===== config.mk =====
export PLATFORM = sky130hd
export DESIGN_NAME = ahb_dma_src_fifo
export DESIGN_NICKNAME = d
export VERILOG_FILES = /design/src/rtl/ahb_dma_src_fifo.sv
export SDC_FILE = /design/constraint.sdc
export NUM_CORES = 1
export LEC_CHECK = 0
export BUFFER_PORTS_ARGS = -buffer_cell sky130_fd_sc_hd__clkbuf_2
export CAP_MARGIN = 20
export CORE_ASPECT_RATIO = 1.4
export CORE_MARGIN = 2
export CORE_UTILIZATION = 40
export DETAILED_ROUTE_END_ITERATION = 10
export GPL_ROUTABILITY_DRIVEN = 0
export PLACE_DENSITY = 0.6
export SYNTH_ARGS = -nofsm -noshare
export SYNTH_HDL_FRONTEND = slang
export SYNTH_SLANG_ARGS = --single-unit

===== constraint.sdc =====
create_clock -name HCLK -period 13.95 [get_ports HCLK]
set_clock_uncertainty 0.05 [all_clocks]
set_input_delay 2.79 -clock HCLK [delete_from_list [all_inputs] [get_ports HCLK]]
set_output_delay 2.79 -clock HCLK [all_outputs]
set_load 0.02 [all_outputs]

===== src/rtl/ahb_dma_src_fifo.sv =====
// AHB-Lite DMA source: producer-filled word FIFO drained by burst reads, with DmacReq handshake.
// Latency: CSR and non-empty window reads complete with zero wait states; a pushed word is readable the next cycle.
// Backpressure: empty-window reads stall up to TIMEOUT cycles then ERROR; push_ready drops when full (overflow is sticky).
module ahb_dma_src_fifo #(
  parameter int DEPTH      = 16,
  parameter int THRESH_RST = 4,
  parameter int TIMEOUT    = 16
) (
  input  logic        HCLK,
  input  logic        HRESET,
  input  logic        HSEL,
  input  logic [31:0] HADDR,
  input  logic [1:0]  HTRANS,
  input  logic        HWRITE,
  input  logic        HREADYIN,
  input  logic [31:0] HWDATA,
  input  logic [2:0]  HSIZE,
  output logic [31:0] HRDATA,
  output logic        HREADYOUT,
  output logic [1:0]  HRESP,
  input  logic        push_valid,
  input  logic [31:0] push_data,
  output logic        push_ready,
  output logic        DmacReq,
  input  logic        ReqAck,
  output logic        irq_ovf
);

  localparam int AW = $clog2(DEPTH);
  localparam int LW = AW + 1;
  localparam logic [9:0]    A_STATUS = 10'h200;
  localparam logic [9:0]    A_THRESH = 10'h201;
  localparam logic [9:0]    A_CTRL   = 10'h202;
  localparam logic [7:0]    TO_LIM   = 8'(TIMEOUT);
  localparam logic [LW-1:0] LVL_FULL = LW'(DEPTH);

  typedef enum logic [1:0] {REQ_IDLE, REQ_REQ, REQ_ACKD} req_state_e;

  // Storage and FIFO bookkeeping
  logic [31:0]   mem_q [DEPTH];
  logic [AW-1:0] wr_ptr_q, wr_ptr_d, rd_ptr_q, rd_ptr_d;
  logic [LW-1:0] level_q, level_d;
  logic          ovf_q, ovf_d;

  // Control registers
  logic [LW-1:0] thresh_q, thresh_d;
  logic          en_q, en_d;

  // AHB data-phase tracking
  logic          dp_q, dp_d;
  logic          dp_wr_q, dp_wr_d;
  logic [9:0]    dp_addr_q, dp_addr_d;
  logic          err2_q, err2_d;
  logic [7:0]    wcnt_q, wcnt_d;

  req_state_e    req_q, req_d;

  logic          empty, full, addr_ph, dp_win, pop, push_acc, flush, csr_wr;
  logic          hready_c;
  logic [1:0]    hresp_c;
  logic [31:0]   hrdata_c;
  logic [8:0]    thr_wr;

  // Only word transfers exist, so size, byte offset and the upper address bits carry no information
  logic          unused_ok;
  assign unused_ok = ^{HSIZE, HADDR[31:12], HADDR[1:0], HTRANS[0], HWDATA[31:8]};

  assign empty   = (level_q == '0);
  assign full    = (level_q == LVL_FULL);
  assign addr_ph = HSEL & HTRANS[1] & HREADYIN;
  assign dp_win  = ~dp_addr_q[9];
  assign thr_wr  = {1'b0, HWDATA[7:0]};
  assign flush   = csr_wr && (dp_addr_q == A_CTRL) && HWDATA[1];
  // A full FIFO still accepts a word when the head leaves in the same cycle
  assign push_acc = push_valid & (~full | pop);

  // Data-phase response: read data, wait states, two-cycle ERROR and pop request
  always_comb begin
    hready_c = 1'b1;
    hresp_c  = 2'b00;
    hrdata_c = 32'h0;
    pop      = 1'b0;
    err2_d   = 1'b0;
    wcnt_d   = 8'h0;
    csr_wr   = 1'b0;
    if (dp_q) begin
      if (err2_q) begin
        hresp_c = 2'b01;
      end else if (dp_win) begin
        if (dp_wr_q) begin
          hready_c = 1'b0;
          hresp_c  = 2'b01;
          err2_d   = 1'b1;
        end else if (!empty) begin
          hrdata_c = mem_q[rd_ptr_q];
          pop      = 1'b1;
        end else if (wcnt_q >= TO_LIM) begin
          hready_c = 1'b0;
          hresp_c  = 2'b01;
          err2_d   = 1'b1;
        end else begin
          hready_c = 1'b0;
          wcnt_d   = wcnt_q + 8'd1;
        end
      end else begin
        csr_wr = dp_wr_q;
        if (!dp_wr_q) begin
          case (dp_addr_q)
            A_STATUS: hrdata_c = 32'({level_q, 5'b0, ovf_q, full, empty});
            A_THRESH: hrdata_c = 32'(thresh_q);
            A_CTRL:   hrdata_c = {31'b0, en_q};
            default:  hrdata_c = 32'h0;
          endcase
        end
      end
    end
  end

  // Keep the data phase open while stalled; otherwise take the next address phase
  always_comb begin
    dp_d      = dp_q;
    dp_wr_d   = dp_wr_q;
    dp_addr_d = dp_addr_q;
    if (!(dp_q && !hready_c)) begin
      dp_d      = addr_ph;
      dp_wr_d   = HWRITE;
      dp_addr_d = HADDR[11:2];
    end
  end

  // CSR writes; THRESH is clamped into 1..DEPTH
  always_comb begin
    en_d     = en_q;
    thresh_d = thresh_q;
    if (csr_wr && dp_addr_q == A_CTRL) begin
      en_d = HWDATA[0];
    end
    if (csr_wr && dp_addr_q == A_THRESH) begin
      if (thr_wr == 9'd0)             thresh_d = LW'(1);
      else if (thr_wr > 9'(DEPTH))    thresh_d = LVL_FULL;
      else                            thresh_d = LW'(thr_wr);
    end
  end

  // FIFO pointers, level and sticky overflow; flush overrides any push
  always_comb begin
    wr_ptr_d = wr_ptr_q;
    rd_ptr_d = rd_ptr_q;
    level_d  = level_q;
    ovf_d    = ovf_q;
    if (flush) begin
      wr_ptr_d = '0;
      rd_ptr_d = '0;
      level_d  = '0;
      ovf_d    = 1'b0;
    end else begin
      if (push_acc) wr_ptr_d = wr_ptr_q + AW'(1);
      if (pop)      rd_ptr_d = rd_ptr_q + AW'(1);
      level_d = level_q + LW'(push_acc) - LW'(pop);
      if (push_valid && full && !pop) ovf_d = 1'b1;
    end
  end

  // DMA request handshake; disable always returns to IDLE
  always_comb begin
    req_d = req_q;
    if (!en_q) begin
      req_d = REQ_IDLE;
    end else begin
      case (req_q)
        REQ_IDLE: if (level_q >= thresh_q) req_d = REQ_REQ;
        REQ_REQ: begin
          if (flush)       req_d = REQ_IDLE;
          else if (ReqAck) req_d = REQ_ACKD;
        end
        REQ_ACKD: if (!ReqAck) req_d = REQ_IDLE;
        default:  req_d = REQ_IDLE;
      endcase
    end
  end

  // State registers
  always_ff @(posedge HCLK or negedge HRESET) begin
    if (!HRESET) begin
      wr_ptr_q  <= '0;
      rd_ptr_q  <= '0;
      level_q   <= '0;
      ovf_q     <= 1'b0;
      thresh_q  <= LW'(THRESH_RST);
      en_q      <= 1'b0;
      dp_q      <= 1'b0;
      dp_wr_q   <= 1'b0;
      dp_addr_q <= '0;
      err2_q    <= 1'b0;
      wcnt_q    <= 8'h0;
      req_q     <= REQ_IDLE;
    end else begin
      wr_ptr_q  <= wr_ptr_d;
      rd_ptr_q  <= rd_ptr_d;
      level_q   <= level_d;
      ovf_q     <= ovf_d;
      thresh_q  <= thresh_d;
      en_q      <= en_d;
      dp_q      <= dp_d;
      dp_wr_q   <= dp_wr_d;
      dp_addr_q <= dp_addr_d;
      err2_q    <= err2_d;
      wcnt_q    <= wcnt_d;
      req_q     <= req_d;
    end
  end

  // Word storage; contents need no reset since level gates visibility
  always_ff @(posedge HCLK) begin
    if (push_acc && !flush) mem_q[wr_ptr_q] <= push_data;
  end

  assign HRDATA     = hrdata_c;
  assign HREADYOUT  = hready_c;
  assign HRESP      = hresp_c;
  assign push_ready = ~full;
  assign DmacReq    = (req_q == REQ_REQ);
  assign irq_ovf    = ovf_q;

endmodule

==> out/results.ini, run 1 <==
[cts]
cts_sinks = 555
clock_latency_ns = 0.59
clkTransAtPathRegs_ns = 0.06
hold_buffers = 0
numCtsBuffers = 54
postCtsSetupRepairBufs = 0
cts_tree = built
cts-root-buf = clkbuf_16
clockBufferDepth = 3
cts_resized = 0
htreeDepth = 2

[worst_setup_path]
end_kind = output port
worstPathArrival_ns = 4.02
path_cells = buf_4 -> mux4_2 -> mux2i_1 -> nor2_1 -> a21oi_1 -> nand3_1 -> clkbuf_2
cp.required_ns = 11.11
r2r_cells = 8
r2r_slack_ns = 10.37
cp_max_fo = 69
cpLargestDelayFamily = buffers and inverters
path_buf_inv = 2
crit_type = flip-flop to output port
slowest_stage = dfrtp_4
worstSetupStartpointType = flip-flop
worstReg2RegStart = level_q[2]
rr_endpoint = mem_q[2][14]
critPathMaxStageDelay_ns = 1.10

[sta]
worst_pin_slew_ns = 1.09
slew_violations = 0
relSlewSlack = 0.273
fin_crit_ns = 6.86
fmax_mhz = 146
setup-tns-final_ns = 0
hold_viol_final = 0
setup_viol = 0
finalCritPeriodShare = 0.492
rsz0062_at_grt = no

[final_layout]
synthToLayoutAreaGrowth_pct = 14.7
final_nets = 1312
drive_gt1_frac = 0.300
antennaDiodeCount = 0
finish.utilization = 0.462

[floorplan]
dieArea_sq_um = 56400
io_pins = 146
core_area_sq_um = 54100
die_x_um = 201
start_util = 0.403
num_rows = 101
chipHeight_um = 280

[placement]
place.detailed.hpwl_um = 26100
port_buffers = 94

[detailed_routing]
wire_per_inst_um = 24.4
wl_met2_um = 24200
dr_wl_met3_um = 2240
vias_per_cell = 5.40
num_vias = 10500
top_layer = met5
drtIter0Drc = 659
drc = 0
wirelength_um = 47600
wl_met1_um = 20100
dr.pass1.iters = 5
drtAntennaViolNets = 0

[synthesis]
async_flop_share = 0.0775
synth_seq_cells = 555
postSynthCellCount = 1050
synth_area_sq_um = 21800
syn_area_per_cell_sq_um = 20.7
synth_flop_cell = edfxtp_1
ys_seq_area_frac = 0.755
synth_cell_types = 56
synth_edf_count = 512
yosysWarnings = 0

[min_path]
holdCritStartpoint = wcnt_q[0]
hp-class = flip-flop to flip-flop
holdPathStages = 1
hold_path_end = wcnt_q[0]

[power]
total_power_mw = 4.47
leakagePower_nw = 8.48
peakVddDrop_mv = 0.124
power_density_nw_per_um2 = 179

[run]
drv_cap = 0

[global_route]
grt_max_degree = 70
grt_usage = 0.172
antenna_found_initial = 3
first_global_vias = 11100
grt_pass1_wl_um = 70800
overflow = 0

[outcome]
status = finished clean

==> Yosys cell counts, types with 2 or more instances <==
master    instances  area, sq um
and2_1            5         31.3
buf_1             5         18.8
xor2_1            6         52.6
o22ai_1          23          144
buf_2            29          145
nand2_1          21         78.8
o21ai_0          10         50.1
nor4b_1           2         17.5
nand2b_1          2         12.5
o211ai_1          7         52.6
dfrtp_1          42         1050
mux2i_1          54          541
ha_1             18          225
edfxtp_1        512        15400
nor2_1           39          146
mux4_2          128         2880
clkbuf_1         14         52.6
nor3_1            7         35.0
xnor2_1           5         43.8
nand4_1           2         12.5
nand3_1          27          135
a21oi_1          18         90.1
nor4_1            5         31.3
nor2b_1           5         31.3
mux2_2           11          124
nand3b_1          3         22.5
o21a_1            2         15.0
inv_1            19         71.3
a22oi_1           2         15.0
==> power by group <==
part / switching [mW] / leakage [nW] / internal [mW]
Sequential: 0.145 / 5.14 / 1.99
Clock: 0.610 / 0.834 / 0.803
Combinational: 0.451 / 2.51 / 0.465
Total: 1.21 / 8.48 / 3.26
==> sequential cells by signal, summed over array words and instances (netlist names), 2 cells and up <==
name	count
level_q	5
req_q	2
thresh_q	5
wcnt_q	8
dp_addr_q	10
mem_q	512
wr_ptr_q	4
rd_ptr_q	4
==> worst max-delay path by stage <==
stage	start	end	slack (ns)	cells after the start
after floorplan	push_valid	mem_q[5][0]	7.07	4
after global placement	rd_ptr_q[1]	HRDATA[12]	7.60	7
after detailed placement	rd_ptr_q[1]	HRDATA[12]	7.61	7
after CTS	rd_ptr_q[1]	HRDATA[12]	6.96	7
after global routing	rd_ptr_q[1]	HRDATA[12]	6.75	7
final	rd_ptr_q[1]	HRDATA[12]	7.09	7
==> through the flow <==
| stage | cell area, sq um | setup WS [ns] | std cells | hold WS, ns |
|---|---|---|---|---|
| floorplan | 21800 | 7.07 | 1053 | 0.405 |
| global placement | 23200 | 7.60 | 1848 | 0.421 |
| detailed placement | 23300 | 7.61 | 1850 | 0.429 |
| CTS | 25000 | 6.96 | 1950 | 0.437 |
| global route | 25000 | 6.75 | 1950 | 0.460 |
| finish | 25000 | 7.09 | 1950 | 0.437 |
==> placed cells by master (no fill, tap or decap), types with 3 or more instances in the layout <==
master	synthesis	layout
and2_2	0	4
bufinv_16	0	4
nand2_1	21	21
dfrtp_1	42	40
o22ai_1	23	23
o21ai_0	10	10
nor4_2	1	4
o211ai_1	7	7
xnor2_1	5	5
buf_4	1	30
inv_1	19	18
edfxtp_1	512	512
clkbuf_1	14	14
mux2_2	11	11
nor2b_1	5	5
nand3b_1	3	3
nor2_1	39	34
clkbuf_2	0	94
clkbuf_16	0	55
nor2_4	0	5
ha_1	18	18
nor3_1	7	3
clkinv_2	0	9
nand3_1	27	27
clkinv_1	0	12
xor2_1	6	6
a21oi_1	18	18
mux2i_1	54	54
nor3_2	0	4
mux4_2	128	128
conb_1	1	4
==> layout make-up <==
cell class | instances | area [sq um]
timing repair buffer | 126 | 718
clock buffer | 70 | 1440
multi-input combinational | 427 | 5110
tap | 721 | 902
inverter | 21 | 81.3
fill | 4664 | 29100
clock inverter | 30 | 268
sequential | 555 | 16500
==> metal layers <==
metal | vias to the layer above | GRT usage
li1 | 4580 | -
met1 | 5595 | 0.225
met2 | 268 | 0.298
met3 | 78 | 0.0294
met4 | 6 | 0.0462
met5 | - | 0
==> cell families (layout without fill, tap and decap cells) <==
| family | Yosys count | after routing | synth area share |
|---|---|---|---|
| flip-flops | 555 | 555 | 0.755 |
| buffers and inverters | 71 | 247 | 0.0145 |
| XOR/XNOR | 11 | 11 | 0.00442 |
| AND/OR/NAND/NOR | 132 | 132 | 0.0325 |
| adder cells (fa/ha/maj) | 19 | 19 | 0.0113 |
| multiplexers | 193 | 193 | 0.163 |
| AO/OA/AOI/OAI | 68 | 68 | 0.0191 |
| other | 1 | 4 | 0.000172 |
Note: power is estimated with default switching activity, not from simulation.
==> run 2, diff against run 1 <==
- ABC_AREA: unset -> 1
- PLACE_DENSITY: 0.6 -> 0.62
- clock period: 13.95 -> 6.21 ns (I/O delays scaled with it)
==> run 2 against run 1 <==
Net effect: global-route usage is 1.9 points higher; clock power up 120%; register-to-register slack worse by 8.5 ns; sequential cell count unchanged; via count is 42% higher; power grew 140%; synthesized area grew 4.5%; sequential share of layout area down 2.0 points; largest power group unchanged.
==> out/results.ini, run 2 <==
[synthesis]
synth_top_area_cell = edfxtp_1
synth_seq_cells = 555  ; unchanged
syn_area_per_cell_sq_um = 12.0  ; -42%
synth_flop_cell = edfxtp_1
synth_area_sq_um = 22800  ; +4.5%
yosysWarnings = 0  ; unchanged
synth_cell_types = 39  ; -30%
synth_most_common_cell = edfxtp_1
postSynthCellCount = 1903  ; +81%
yosys-top-cells-count = 512 x edfxtp_1, 355 x nor2_1, 262 x o21ai_0, 214 x nand2_1, 82 x inv_1
ys_seq_area_frac = 0.723  ; -0.0327
async_flop_share = 0.0775  ; unchanged
yosys-top-cells-area = edfxtp_1 68%, nor2_1 5.9%, o21ai_0 5.8%
synth_edf_count = 512  ; unchanged
synth_top_area_share = 0.675  ; -0.0306

[floorplan]
num_rows = 103  ; +2.0%
die_x_um = 206  ; +2.2%
dieArea_sq_um = 58900  ; +4.4%
io_pins = 146  ; unchanged
start_util = 0.404  ; +0.00155
chipHeight_um = 286  ; +2.2%
core_area_sq_um = 56300  ; +4.1%

[final_layout]
seqCellArea_sq_um = 16500  ; about the same
largestRegisters = mem_q: 512 flops, dp_addr_q: 10 flops, wcnt_q: 8 flops
design_area_sq_um = 25800  ; +3.2%
final_nets = 2108  ; +61%
synthToLayoutAreaGrowth_pct = 13.2
multiInputGateArea_sq_um = 5570  ; +9.0%
final_cell_mix = 512 x edfxtp_1, 351 x nor2_1, 262 x o21ai_0
largest_register_ff_count = 512  ; unchanged
num-fill-cells = 4968  ; +6.5%
final_cells = 2763  ; +42%
drive_gt1_frac = 0.123  ; -0.177
finish.utilization = 0.458  ; -0.00425
mostFrequentLayoutCell = edfxtp_1
largest-register = mem_q

[power]
leakagePower_nw = 9.10  ; +7.3%
seqPwrFrac = 0.424  ; -0.054
swShare = 0.348  ; +0.0785
peakVddDrop_mv = 0.327  ; +160%
power_density_nw_per_um2 = 422  ; +140%
p_int_mw = 7.08  ; +120%
comb_power_share = 0.291  ; +0.086
clockPowerShare = 0.285  ; -0.031
p_switching_mw = 3.79  ; +210%

[cts]
cts_sinks = 555  ; unchanged
htreeDepth = 2  ; unchanged
clkTransAtPathRegs_ns = 0.06  ; about the same
cts-root-buf = clkbuf_16
clockBufferDepth = 3  ; unchanged
cts_resized = 0  ; unchanged
clock_latency_ns = 0.58  ; about the same
cts_tree = built
hold_buffers = 0  ; unchanged
postCtsSetupRepairBufs = 0  ; unchanged
numCtsBuffers = 53  ; -1.9%

[placement]
place_area_sq_um = 24100  ; +3.5%
port_buffers = 94  ; unchanged
post-place-cells = 2660  ; +44%
place.detailed.hpwl_um = 29900  ; +15%

[worst_setup_path]
worstSetupStartpointType = flip-flop
cp.required_ns = 4.92  ; -6.19 ns
cp_max_fo = 25  ; -64%
worstPathArrival_ns = 3.58  ; -0.44 ns
crit_type = flip-flop to output port
end_kind = output port
worstReg2RegStart = level_q[2]
crit_start = level_q[2]

[global_route]
overflow = 0  ; unchanged
first_global_vias = 14800  ; +33%
grt_max_degree = 170  ; +140%
grt_use_met2 = 0.335  ; +0.0366
grt-busiest-layer = met2
grt_usage = 0.191  ; +0.0188
grt_pass1_wl_um = 85500  ; +21%
use_met3 = 0.0238  ; -0.00554
antenna_found_initial = 3  ; unchanged
gr-usage-met1 = 0.237  ; +0.0117

[min_path]
hp-class = flip-flop to flip-flop
holdCritStartpoint = dp_addr_q[2]

[detailed_routing]
drtAntennaViolNets = 0  ; unchanged
drc = 0  ; unchanged
drtIter0Drc = 1540  ; +130%
dr.pass1.iters = 7  ; +2
num_vias = 15000  ; +42%
wire_per_inst_um = 20.4  ; -17%
vias_per_cell = 5.41  ; +0.30%
wirelength_um = 56200  ; +18%

[sta]
setup_viol = 0  ; unchanged
hold_viol_final = 0  ; unchanged
relSlewSlack = 0.293  ; +0.0201
worst_pin_slew_ns = 1.06  ; -0.0326 ns
fmax_mhz = 205
setup-tns-final_ns = 0  ; unchanged
slew_violations = 0  ; unchanged
fin_crit_ns = 4.87
holdWs_ns = 0.425  ; -0.0116 ns
rsz0062_at_grt = no
finalCritPeriodShare = 0.784

[run]
drv_cap = 0  ; unchanged

[outcome]
status = finished clean

run 2: area by class of cell:
| class | count | share of cell area |
|---|---|---|
| multi-input cells | 1152 | 0.216 |
| repair buffers | 131 | 0.0315 |
| flip-flops and latches | 555 | 0.639 |
| clock inverters | 35 | 0.0111 |
| diodes | 2 | 0.000194 |
| clock buffers | 65 | 0.0536 |
| inverters | 88 | 0.0130 |
| well taps | 735 | 0.0357 |
run 2: kinds of logic after synthesis:
family                     after synthesis  share of synthesized area
and+or+nand+nor                        695                      0.124
buffers and inverters                  199                     0.0373
other                                    1                   0.000165
DFF                                    555                      0.723
adders and majority gates               19                     0.0108
xor gates and xnor gates                 3                    0.00115
AOI/OAI and AO/OA                      431                      0.104
run 2: stage by stage:
| stage | total power, mW | setup slack (ns) |
|---|---|---|
| 2_1_floorplan | 6.88 | 1.90 |
| 3_3_place_gp | 7.75 | 2.05 |
| 3_5_place_dp | 7.86 | 1.95 |
| 4_1_cts | 11.0 | 1.36 |
| 5_1_grt | 11.5 | 1.15 |
| 6_report | 10.9 | 1.34 |
run 2: worst max-delay path, cell delays in order (launching register included):
cell      delay, ns
dfrtp_1        0.44
inv_1          0.10
ha_1           0.22
nand4_1        0.16
nand2_2        0.57
inv_1          0.82
nand3_1        0.32
nand2_1        0.17
clkbuf_2       0.19
run 2: power by group through the flow:
stage                     clock network (mW)  registers [mW]  logic (mW)
after global placement                     0            4.67        3.08
final                                   3.10            4.61        3.16
after detailed placement                   0            4.68        3.18
after global routing                    3.29            4.63        3.56
after floorplan                            0            4.62        2.26
after CTS                               3.15            4.60        3.19
run 2: path summary, 6_finish.rpt:
path	slack, ns	end	cells after the start
setup / recovery	1.34	HRDATA[10]	8
hold / removal	0.43	dp_addr_q[2]	2
setup reg to reg	1.92	level_q[4]	16
hold reg to reg	0.43	dp_addr_q[2]	2
max in group asynchronous	5.05	rd_ptr_q[1]	2
min in group asynchronous	0.54	level_q[3]	1
run 2: metal layers:
metal  part of all wire  routed length, um  up-vias
met5            0.00023                 13        -
met4              0.031               1730        2
met3              0.059               3330      120
met2               0.50              28300      546
met1               0.41              22800     7357
li1                   -                  -     6935
==> run 3, diff against run 2 <==
- clock period: 6.21 -> 4.1 ns (I/O delays scaled with it)
==> run 3 against run 2 <==
Net effect: hold slack worse by 0.26 ns; combinational power rose by 55%; setup slack got worse by 1.1 ns; clock power up 52%; power is 53% higher; register-to-register slack got worse by 0.94 ns; non-clock buffer count up 8; critical path depth grew 1; count of clock-buffer cells in the layout stayed put; sequential power is 52% higher; utilization grew 0.25 points; first-iteration DRC count down 9.2%; largest cell class unchanged.
==> out/results.ini, run 3 (synthesis results as in run 2) <==
[floorplan]
start_util = 0.404  ; unchanged
die_x_um = 206  ; unchanged
core_area_sq_um = 56300  ; unchanged
num_rows = 103  ; unchanged
chipHeight_um = 286  ; unchanged
dieArea_sq_um = 58900  ; unchanged
io_pins = 146  ; unchanged

[sta]
relSlewSlack = 0.396  ; +0.103
holdWs_ns = 0.164  ; -0.262 ns
fin_crit_ns = 3.90
slew_violations = 0  ; unchanged
finalCritPeriodShare = 0.951
setup-tns-final_ns = 0  ; unchanged
setup_ws_ns = 0.201  ; -1.14 ns
fmax_mhz = 256
rsz0062_at_grt = no
setup_viol = 0  ; unchanged
hold_viol_final = 0  ; unchanged
worst_pin_slew_ns = 0.900  ; -0.158 ns

[global_route]
grt_pass1_wl_um = 85000  ; -0.50%
grt_max_degree = 132  ; -22%
grt_usage = 0.190  ; -0.000269
first_global_vias = 14700  ; -1.1%
antenna_found_initial = 1  ; -2
overflow = 0  ; unchanged

[power]
total_power_mw = 16.6  ; +53%
power_density_nw_per_um2 = 642  ; +52%
peakVddDrop_mv = 0.358  ; +9.3%
leakagePower_nw = 9.16  ; +0.59%

[worst_setup_path]
crit_type = flip-flop to output port
end_kind = output port
worstSetupStartpointType = flip-flop
r2r_slack_ns = 0.98  ; -0.94 ns
r2r_cells = 17  ; +1
rr_endpoint = level_q[4]
cp_max_fo = 42  ; +68%
cp.required_ns = 3.23  ; -1.69 ns
worstPathArrival_ns = 3.03  ; -0.55 ns
worstReg2RegStart = level_q[3]

[cts]
postCtsSetupRepairBufs = 0  ; unchanged
cts_sinks = 555  ; unchanged
clock_latency_ns = 0.61  ; +0.03 ns
htreeDepth = 2  ; unchanged
clkTransAtPathRegs_ns = 0.06  ; about the same
numCtsBuffers = 52  ; -1.9%
cts-root-buf = clkbuf_16
cts_tree = built
clockBufferDepth = 3  ; unchanged

[detailed_routing]
vias_per_cell = 5.43  ; +0.34%
dr.pass1.iters = 5  ; -2
drtAntennaViolNets = 0  ; unchanged
wire_per_inst_um = 20.3  ; -0.19%
drtIter0Drc = 1398  ; -9.2%
wirelength_um = 56200  ; about the same
num_vias = 15000  ; +0.45%
drc = 0  ; unchanged

[min_path]
hp-class = primary input to asynchronous set/reset pin

[placement]
place.detailed.hpwl_um = 29900  ; -0.15%
pre_cts_ws_ns = 0.854  ; -1.10 ns
port_buffers = 94  ; unchanged
post-place-cells = 2668  ; +0.30%
place_area_sq_um = 24200  ; +0.56%

[final_layout]
multiInputGateArea_sq_um = 5570  ; unchanged
final_cells = 2766  ; +0.11%
largestRegisters = mem_q: 512 flops, dp_addr_q: 10 flops, wcnt_q: 8 flops
design_area_sq_um = 25900  ; +0.54%
final_cell_mix = 512 x edfxtp_1, 351 x nor2_1, 262 x o21ai_0
largest_register_ff_count = 512  ; unchanged
drive_gt1_frac = 0.123  ; -0.000242
finish.utilization = 0.460  ; +0.00247
largest-register = mem_q
final_nets = 2115  ; +0.33%
num-fill-cells = 4922  ; -0.93%
seqCellArea_sq_um = 16500  ; unchanged
mostFrequentLayoutCell = edfxtp_1
synthToLayoutAreaGrowth_pct = 13.8

[run]
drv_cap = 0  ; unchanged

[outcome]
status = finished clean

-- run 3: cell types whose count changed in the layout (fill, tap and decap cells not counted), moves of 2 or more --
cell and delta:
clkinv_2 -6, buf_12 +5, clkbuf_1 +2, clkinv_1 +2, clkinv_8 -2, clkinvlp_4 -2
inv_16 +2, inv_6 -2
-- run 3: repair_timing --
item | CTS | global route
endpoints found under the setup margin | 0 | 1
hold buffers | 0 | 0
resized for setup | 0 | 1
-- run 3: area by class of cell --
type                    instances  share of cell area
flip-flops and latches        555               0.635
multi-input cells            1152               0.215
clock buffers                  65              0.0521
repair buffers                139              0.0369
well taps                     735              0.0355
inverters                      88              0.0129
clock inverters                31              0.0121
diodes                          1           0.0000966
-- run 3: worst max path at each step --
| stage | start | slack (ns) | to | cells past startpoint |
|---|---|---|---|---|
| global placement | rd_ptr_q[0] | 0.86 | HRDATA[21] | 9 |
| finish | rd_ptr_q[0] | 0.20 | HRDATA[21] | 9 |
| global route | rd_ptr_q[0] | 0.04 | HRDATA[21] | 9 |
| CTS | rd_ptr_q[0] | 0.17 | HRDATA[11] | 9 |
| detailed placement | rd_ptr_q[0] | 0.85 | HRDATA[21] | 9 |
| floorplan | level_q[2] | 0.08 | mem_q[10][0] | 10 |
-- run 3: critical path, stage by stage, from the launching register on --
cell      delay, ns
dfrtp_4        0.64
inv_6          0.37
buf_4          0.39
o21ai_0        0.12
o22ai_1        0.12
nand2_1        0.06
nand2_1        0.08
nand2_1        0.05
a21oi_1        0.33
clkbuf_2       0.24
-- run 3: routing by layer --
layer / wire (um) / track usage
met5: 0 / 0
met1: 23300 / 0.244
met4: 1620 / 0.0646
met3: 3280 / 0.0288
met2: 28000 / 0.329
-- run 3: power breakdown --
part / total (mW) / switching, mW / leakage [nW] / internal, mW
Combinational: 4.90 / 3.41 / 3.24 / 1.48
Clock: 4.71 / 2.10 / 0.789 / 2.61
Sequential: 7.02 / 0.277 / 5.13 / 6.74
